File: src/rtl/mapper_reg_pkg.sv
// Shared constants and types for the mapper register controller: register
// indices, control-byte bit positions, write-filter states and reset values.
package mapper_reg_pkg;

  localparam logic [1:0] REG_PRG    = 2'b00;
  localparam logic [1:0] REG_CTRL   = 2'b01;
  localparam logic [1:0] REG_LATCH  = 2'b10;
  localparam logic [1:0] REG_RELOAD = 2'b11;

  localparam int CTRL_MIRROR = 0;
  localparam int CTRL_IRQ_EN = 1;

  typedef enum logic {
    WF_IDLE,
    WF_SEEN
  } wf_state_e;

  localparam int unsigned RST_PRG_BANK = 0;
  localparam int unsigned RST_LATCH    = 0;
  localparam int unsigned RST_COUNTER  = 0;
  localparam logic        RST_MIRROR   = 1'b0;
  localparam logic        RST_IRQ_EN   = 1'b0;
  localparam logic        RST_PENDING  = 1'b0;

  // A CPU cycle that writes into the $8000-$FFFF ROM window.
  function automatic logic is_rom_write(input logic romsel, input logic cpu_rw);
    return (!romsel) && (!cpu_rw);
  endfunction

endpackage

File: src/rtl/mapper_reg_ctrl_if.sv
// CPU bus pins seen by the mapper register controller, sampled on M2 rising edges.
interface mapper_reg_ctrl_if;
  logic        romsel;
  logic        cpu_rw_in;
  logic [14:0] cpu_addr_in;
  logic [7:0]  cpu_data_in;

  modport master (
    output romsel,
    output cpu_rw_in,
    output cpu_addr_in,
    output cpu_data_in
  );

  modport slave (
    input romsel,
    input cpu_rw_in,
    input cpu_addr_in,
    input cpu_data_in
  );
endinterface

File: src/rtl/mapper_reg_ctrl_irq_counter.sv
// CPU-cycle IRQ down-counter with reload latch, enable and sticky pending flag.
// Zero with the enable set raises pending and reloads, so the count never wraps.
module cpu_cycle_irq_counter
  import mapper_reg_pkg::*;
#(
  parameter int IRQ_BITS = 16
) (
  input  logic       clk,
  input  logic       srst_n,
  input  logic       latch_lo_we,
  input  logic       latch_hi_we,
  input  logic       reload,
  input  logic       ctrl_we,
  input  logic [7:0] data,
  output logic       pending
);

  logic [IRQ_BITS-1:0] latch_q, latch_d;
  logic [IRQ_BITS-1:0] counter_q, counter_d;
  logic                irq_en_q, irq_en_d;
  logic                pending_q, pending_d;

  always_ff @(posedge clk) begin
    if (!srst_n) begin
      latch_q   <= IRQ_BITS'(RST_LATCH);
      counter_q <= IRQ_BITS'(RST_COUNTER);
      irq_en_q  <= RST_IRQ_EN;
      pending_q <= RST_PENDING;
    end else begin
      latch_q   <= latch_d;
      counter_q <= counter_d;
      irq_en_q  <= irq_en_d;
      pending_q <= pending_d;
    end
  end

  always_comb begin
    latch_d   = latch_q;
    counter_d = counter_q;
    irq_en_d  = irq_en_q;
    pending_d = pending_q;

    if (latch_lo_we) latch_d[7:0] = data;
    if (latch_hi_we) latch_d[IRQ_BITS-1:8] = data[IRQ_BITS-9:0];
    if (ctrl_we)     irq_en_d = data[CTRL_IRQ_EN];

    // Reload and count both read latch_q, so a same-edge latch write is not seen yet.
    if (reload) begin
      counter_d = latch_q;
      pending_d = 1'b0;
    end else if (irq_en_q) begin
      if (counter_q == '0) begin
        pending_d = 1'b1;
        counter_d = latch_q;
      end else begin
        counter_d = counter_q - IRQ_BITS'(1);
      end
    end

    // Disabling acknowledges, even against a same-edge expiry.
    if (ctrl_we && !data[CTRL_IRQ_EN]) pending_d = 1'b0;
  end

  assign pending = pending_q;

endmodule

File: src/rtl/mapper_reg_ctrl.sv
// Mapper register controller: filters RMW double writes, decodes $8000-$FFFF
// writes into PRG bank / mirroring / IRQ registers, and drives the IRQ request.
module mapper_reg_ctrl
  import mapper_reg_pkg::*;
#(
  parameter int PRG_BITS = 4,
  parameter int IRQ_BITS = 16
) (
  input  logic                m2,
  input  logic                reset_n,
  mapper_reg_ctrl_if.slave    bus,
  output logic [PRG_BITS-1:0] prg_bank,
  output logic                ciram_a10,
  output logic                irq_n
);

  wf_state_e           wf_q, wf_d;
  logic [PRG_BITS-1:0] prg_bank_q, prg_bank_d;
  logic                mirror_q, mirror_d;

  logic       rwc;
  logic       accept;
  logic [1:0] reg_idx;
  logic       prg_we, ctrl_we, latch_lo_we, latch_hi_we, reload_we;
  logic       pending;
  logic       unused_addr;

  assign rwc         = is_rom_write(bus.romsel, bus.cpu_rw_in);
  assign accept      = rwc && (wf_q == WF_IDLE);
  assign reg_idx     = bus.cpu_addr_in[14:13];
  assign unused_addr = ^bus.cpu_addr_in[12:1];

  assign prg_we      = accept && (reg_idx == REG_PRG);
  assign ctrl_we     = accept && (reg_idx == REG_CTRL);
  assign latch_lo_we = accept && (reg_idx == REG_LATCH) && !bus.cpu_addr_in[0];
  assign latch_hi_we = accept && (reg_idx == REG_LATCH) &&  bus.cpu_addr_in[0];
  assign reload_we   = accept && (reg_idx == REG_RELOAD);

  always_ff @(posedge m2) begin
    if (!reset_n) begin
      wf_q       <= WF_IDLE;
      prg_bank_q <= PRG_BITS'(RST_PRG_BANK);
      mirror_q   <= RST_MIRROR;
    end else begin
      wf_q       <= wf_d;
      prg_bank_q <= prg_bank_d;
      mirror_q   <= mirror_d;
    end
  end

  // The dummy write of an RMW and its real write arrive back to back; only the first commits.
  always_comb begin
    wf_d = wf_q;
    case (wf_q)
      WF_IDLE: if (rwc)  wf_d = WF_SEEN;
      WF_SEEN: if (!rwc) wf_d = WF_IDLE;
      default: wf_d = WF_IDLE;
    endcase
  end

  always_comb begin
    prg_bank_d = prg_bank_q;
    mirror_d   = mirror_q;
    if (prg_we)  prg_bank_d = bus.cpu_data_in[PRG_BITS-1:0];
    if (ctrl_we) mirror_d   = bus.cpu_data_in[CTRL_MIRROR];
  end

  cpu_cycle_irq_counter #(
    .IRQ_BITS (IRQ_BITS)
  ) u_irq_counter (
    .clk         (m2),
    .srst_n      (reset_n),
    .latch_lo_we (latch_lo_we),
    .latch_hi_we (latch_hi_we),
    .reload      (reload_we),
    .ctrl_we     (ctrl_we),
    .data        (bus.cpu_data_in),
    .pending     (pending)
  );

  assign prg_bank  = prg_bank_q;
  assign ciram_a10 = mirror_q;
  assign irq_n     = ~pending;

endmodule
File: src/flat_wrapper.sv
// flat-port wrapper written by rule: the top's interface ports become plain ports
module mapper_reg_ctrl_flat import mapper_reg_pkg::*;
#(
  parameter int PRG_BITS = 4,
  parameter int IRQ_BITS = 16
)
  (m2, reset_n, prg_bank, ciram_a10, irq_n, bus_romsel, bus_cpu_rw_in, bus_cpu_addr_in, bus_cpu_data_in);
  mapper_reg_ctrl_if bus_i ();
  input  logic m2;
  input  logic reset_n;
  output logic [PRG_BITS-1:0] prg_bank;
  output logic ciram_a10;
  output logic irq_n;
  input wire logic [$bits(bus_i.romsel)-1:0] bus_romsel;
  input wire logic [$bits(bus_i.cpu_rw_in)-1:0] bus_cpu_rw_in;
  input wire logic [$bits(bus_i.cpu_addr_in)-1:0] bus_cpu_addr_in;
  input wire logic [$bits(bus_i.cpu_data_in)-1:0] bus_cpu_data_in;
  assign bus_i.romsel = bus_romsel;
  assign bus_i.cpu_rw_in = bus_cpu_rw_in;
  assign bus_i.cpu_addr_in = bus_cpu_addr_in;
  assign bus_i.cpu_data_in = bus_cpu_data_in;
  mapper_reg_ctrl #(.PRG_BITS(PRG_BITS), .IRQ_BITS(IRQ_BITS)) u_core (.m2(m2), .reset_n(reset_n), .bus(bus_i), .prg_bank(prg_bank), .ciram_a10(ciram_a10), .irq_n(irq_n));
endmodule
File: config.mk
export PLATFORM = sky130hd
export DESIGN_NAME = mapper_reg_ctrl_flat
export DESIGN_NICKNAME = d
export VERILOG_FILES = /design/src/rtl/mapper_reg_pkg.sv /design/src/rtl/mapper_reg_ctrl_if.sv /design/src/rtl/mapper_reg_ctrl_irq_counter.sv /design/src/rtl/mapper_reg_ctrl.sv /design/src/flat_wrapper.sv
export SDC_FILE = /design/constraint.sdc
export NUM_CORES = 1
export LEC_CHECK = 0
export ABC_AREA = 0
export BUFFER_PORTS_ARGS = -buffer_cell sky130_fd_sc_hd__buf_2
export CAP_MARGIN = 20
export CELL_PAD_IN_SITES_DETAIL_PLACEMENT = 1
export CELL_PAD_IN_SITES_GLOBAL_PLACEMENT = 1
export CORE_MARGIN = 1.5
export CORE_UTILIZATION = 44
export CTS_CLUSTER_SIZE = 28
export DETAILED_ROUTE_END_ITERATION = 8
export GPL_ROUTABILITY_DRIVEN = 0
export PLACE_DENSITY = 0.82
export SKIP_CTS_REPAIR_TIMING = 1
export SYNTH_ARGS = -nofsm -noshare
export SYNTH_HDL_FRONTEND = slang
export SYNTH_SLANG_ARGS = --single-unit
File: constraint.sdc
create_clock -name m2 -period 7 [get_ports m2]
set_clock_uncertainty 0.1 [all_clocks]
set_input_delay 0.35 -clock m2 [delete_from_list [all_inputs] [get_ports m2]]
set_output_delay 0.35 -clock m2 [all_outputs]
set_load 0.02 [all_outputs]
; ---- After elaboration in Yosys (flattened, before gate mapping)
; Index checks and enable logic that the tools add are counted.
[totals]
output_inout_bits = 6
ff_bits = 40
[op_classes]
n_reduce_logical = 18
n_eq_ne = 3
muxes = 4
addsub = 1
n_bitwise = 3
[op_table]
columns = cell, n
row1 = $mux W16, 3
row2 = $logic_not A16 Y1, 1
row3 = $sub A16 B1 Y16 const B, 1
row4 = $logic_and A1 B1 Y1, 9
row5 = $eq A2 B2 Y1 const B, 2
row6 = $logic_not A1 Y1, 4
row7 = $not A1 Y1, 3
row8 = $reduce_or A3 Y1, 1
row9 = $eq A2 B1 Y1 const B, 1
row10 = $logic_not A2 Y1, 1
row11 = $reduce_and A2 Y1, 1
row12 = $reduce_bool A2 Y1, 1
row13 = $mux W1, 1

; ---- Depth between registers and ports, before layout
[depth]
word_depth = 6
depth_mapped = 8
ltp_nobuf = 7

; ---- Cells and area by module
; Synthesis repeated with hierarchy kept, for this count alone.
[hier_totals]
cells_unflattened = 248
area_unflattened_um2 = 2100.8
[by_module_without_submodules]
columns = module, area_each_um2, cells_each, n_inst, seq_area_each_um2
row1 = cpu_cycle_irq_counter, 1826.8, 216, 1, 680.7
row2 = mapper_reg_ctrl, 274.0, 32, 1, 120.1

; ---- Least setup slack after synthesis
; No wires, ideal clock.
[synth_path]
path_kind = reg-to-reg
from = reg u_core.u_irq_counter.counter_q[7]
to = reg u_core.u_irq_counter.counter_q[11]
synth_period_minus_slack_ns = 2.307
t_required_ns = 6.785
setup_ns = 0.115
n_path_buf = 2
path_stages_with_launch = 8
setup_slack_ns = 4.693
arrival_ns = 2.092
cell_sequence = dfxtp_1 -> or4_1 -> buf_2 -> or4_4 -> buf_6 -> o21ai_4 -> nor2_1 -> o21a_1
[synth_via]
elab_chain_cells = 4
elab_cells_between_ends = 5
cone_classes = add/sub: 1 / mux: 3 / reduce/logical: 1
[synth_lines]
columns = element, line
row1 = start: declaration, mapper_reg_ctrl_irq_counter.sv:19  ; logic [IRQ_BITS-1:0] counter_q, counter_d;
row2 = start signal: assignment, mapper_reg_ctrl_irq_counter.sv:26  ; counter_q <= IRQ_BITS'(RST_COUNTER);
row3 = start signal: assignment, mapper_reg_ctrl_irq_counter.sv:31  ; counter_q <= counter_d;
row4 = $sub A16 B1 Y16 or $logic_not A16 Y1 (tied branches), "mapper_reg_ctrl_irq_counter.sv:56, mapper_reg_ctrl_irq_counter.sv:52"
row5 = $mux W16 *, mapper_reg_ctrl_irq_counter.sv:52  ; if (counter_q == '0) begin
row6 = $mux W16 *, mapper_reg_ctrl_irq_counter.sv:51  ; end else if (irq_en_q) begin
row7 = $mux W16 *, mapper_reg_ctrl_irq_counter.sv:48  ; if (reload) begin
; Mark *: on every way between the ends. The rest lies on a longest branch, timed or not. The select of a mux whose other input is x is not followed.
; A chain may end at the register's enable or synchronous reset.

; ---- Final worst setup path
[layout_path]
from = reg u_core.u_irq_counter.counter_q[7]
to = reg u_core.u_irq_counter.counter_q[14]
; The elaborated chain is that of the path after synthesis.

==> impl_metrics.toml <==
[worst_hold_path]
min_path_cells = 2
hold_start = "bus_romsel"
min_to = "u_core.wf_q$_SDFF_PN0_"
hold_class = "in2reg"

[job]
max-cap-violations = 0

[layout]
stdcell_count = 293
fill_cells = 524
antenna_cells = 0
multi_input_area_sq_um = 1060
final_cell_mix = "dfxtp_1, nor2_1, mux2i_1"
register_area_sq_um = 801
fin_area_sq_um = 2150
nets = 271
drive_gt1_share_pct = 14.4
mostFrequentLayoutCell = "dfxtp_1"
synthToLayoutAreaGrowth_pct = 10.8

[floorplan]
rows = 23
coreArea_sq_um = 4120
dieArea_sq_um = 4820
dieWidth_microns = 69.4
initial_core_util_pct = 47.2
die_y_microns = 69.4
ios = 33

[critical_path]
r2r_cells = 5
r2r-start = "u_core.u_irq_counter.counter_q[7]$_SDFFE_PN0P_"
required_ns = 7.09
arrival_ns = 2.81
worstSetupPathType = "reg2reg"
worst_setup_path_end_kind = "flip-flop"
worstPathMaxFanout = 11
reg2reg_to = "u_core.u_irq_counter.counter_q[14]$_SDFFE_PN0P_"
r2r_setup_slack_ns = 4.28
critPathLaunchType = "flip-flop"

[clock_tree]
cts_tree = "yes"
clk_pin_slew_ns = 0.08
clockBufferDepth = 2
cts_root_buffer = "clkbuf_8"
h-tree-depth = 2
cts_made_buffers = 5
clk_latency_ns = 0.29
clkSinkCount = 40

[route]
drt_iter0_drc = 148
wirelength_microns = 5300
antenna_left = 0
via_per_inst = 6.23
drcViolationCount = 0
dr.pass1.iters = 4
vias = 1824
wire_per_inst_microns = 18.1

[grt]
grt_pass1_vias = 1756
grtUsageTotal_pct = 23.0
grt_max_degree = 33
grt.overflow.total = 0
grt_pass1_wl_microns = 8800
antenna_found_initial = 0

[yosys]
synth_largest_area_cell = "dfxtp_1"
synth.area.top_cells = "dfxtp_1, mux2i_1, nor2_1, o21ai_0, a21oi_1"
syn-cell-area_sq_um = 1940
async_flop_share_pct = 0
synth_seq_cells = 40
ys_seq_area_share_pct = 41.3
synth_cells = 229
synth_area_per_cell_sq_um = 8.47
yosys_warnings = 0
synth_top_area_share_pct = 41.3
synth_edf_count = 0
synth_ff_type = "dfxtp_1"
synth_cell_types = 39
syn_nets = 258

[sta]
setup_violations = 0
hold_viol = 0
post-route-period-util_pct = 38.9
fin_crit_ns = 2.72
finalMaxSlewViolations = 0
clock.fmax_mhz = 368
worst_slew_pin_slew_ns = 1.06
relSlewSlack_pct = 29.4
tns_ns = 0
hold_ws_ns = 0.166
rsz0062_at_grt = "no"

[placement]
dpl_cell_area_sq_um = 2040
post-place-cells = 285
port_buffers = 20
dp_hpwl_microns = 3630

[power]
leakage_nw = 0.910
power_switching_mw = 0.136
total_power_mw = 0.499
p_seq_share_pct = 47.5
internal-power_mw = 0.362
netSwitchingFraction_pct = 27.4
power_density_nw_per_um2 = 232
p_comb_share_pct = 15.1
ir_drop_uv = 132
p_clk_share_pct = 37.4

[run_status]
outcome = "completed"
synth_stat cells, types with 4 or more instances:
cell type  number
clkbuf_1       12
nor2_1         28
nor3_1         10
nand2_1        17
o21ai_0        14
dfxtp_1        40
a32oi_1         4
a21oi_1        13
nor4_1          4
nand4_1         4
a31oi_1         5
or4_1           6
inv_1           5
nand3_1        13
mux2i_1        21
through the flow:
| stage | setup WS, ns | utilization (%) |
|---|---|---|
| 2_1_floorplan | 4.69 | - |
| 3_3_place_gp | 4.37 | 49.6 |
| 3_5_place_dp | 4.36 | 49.6 |
| 4_1_cts | 4.32 | 52.2 |
| 5_1_grt | 4.14 | 52.2 |
| 6_report | 4.28 | 52.2 |
registers in the layout, indices dropped and copies added, names as in the netlist:
name	flops
u_core.ciram_a10	1
u_core.prg_bank	4
u_core.u_irq_counter.counter_q	16
u_core.u_irq_counter.irq_en_q	1
u_core.u_irq_counter.latch_q	16
u_core.u_irq_counter.pending	1
u_core.wf_q	1
worst max-delay path: stages, from the launching register on:
cell and delay, ns:
dfxtp_1 0.36, or4_1 0.67, nor4_2 0.57, nor2_1 0.35, and4_1 0.30, o31a_1 0.26
kinds of logic after synthesis:
family                   Yosys count  share of synthesized area, %
AND/OR/NAND/NOR                   99                          26.5
buffers and inverters             19                          4.13
adder cells (fa/ha/maj)            2                          1.29
multiplexers                      21                          10.8
flip-flops                        40                          41.3
AO/OA/AOI/OAI                     48                          16.0
how the worst max path moves through the flow:
stage          cells after the start                                         endpoint                                           start  slack, ns
6_report                           5  u_core.u_irq_counter.counter_q[14]$_SDFFE_PN0P_  u_core.u_irq_counter.counter_q[7]$_SDFFE_PN0P_       4.28
4_1_cts                            5  u_core.u_irq_counter.counter_q[14]$_SDFFE_PN0P_  u_core.u_irq_counter.counter_q[7]$_SDFFE_PN0P_       4.32
2_1_floorplan                      7  u_core.u_irq_counter.counter_q[11]$_SDFFE_PN0P_  u_core.u_irq_counter.counter_q[7]$_SDFFE_PN0P_       4.69
3_5_place_dp                       5  u_core.u_irq_counter.counter_q[14]$_SDFFE_PN0P_  u_core.u_irq_counter.counter_q[7]$_SDFFE_PN0P_       4.36
5_1_grt                            5  u_core.u_irq_counter.counter_q[14]$_SDFFE_PN0P_  u_core.u_irq_counter.counter_q[7]$_SDFFE_PN0P_       4.14
3_3_place_gp                       5  u_core.u_irq_counter.counter_q[14]$_SDFFE_PN0P_  u_core.u_irq_counter.counter_q[7]$_SDFFE_PN0P_       4.37
power by group through the flow:
| stage | logic [mW] | registers (mW) | clock network (mW) |
|---|---|---|---|
| 6_report | 0.0753 | 0.237 | 0.186 |
| 3_5_place_dp | 0.0728 | 0.242 | 0 |
| 3_3_place_gp | 0.0721 | 0.242 | 0 |
| 4_1_cts | 0.0742 | 0.237 | 0.189 |
| 2_1_floorplan | 0.0556 | 0.241 | 0 |
| 5_1_grt | 0.0825 | 0.238 | 0.197 |
layer usage:
| metal | global-route usage, % | part of all wire [%] | routed length [microns] |
|---|---|---|---|
| met1 | 31.3 | 48 | 2520 |
| met3 | 4.36 | 3.8 | 200 |
| met2 | 37.6 | 48 | 2520 |
| met4 | 5.88 | 1.1 | 57 |
| met5 | 0 | 0 | 0 |
cell type report:
type,count,share of cell area [%]
multi-input combinational,170,49.3
clock inverter,2,1.63
inverter,5,0.873
clock buffer,6,3.38
timing repair buffer,20,4.66
tap,50,2.91
sequential,40,37.3
Note: power is estimated with default switching activity, not from simulation.
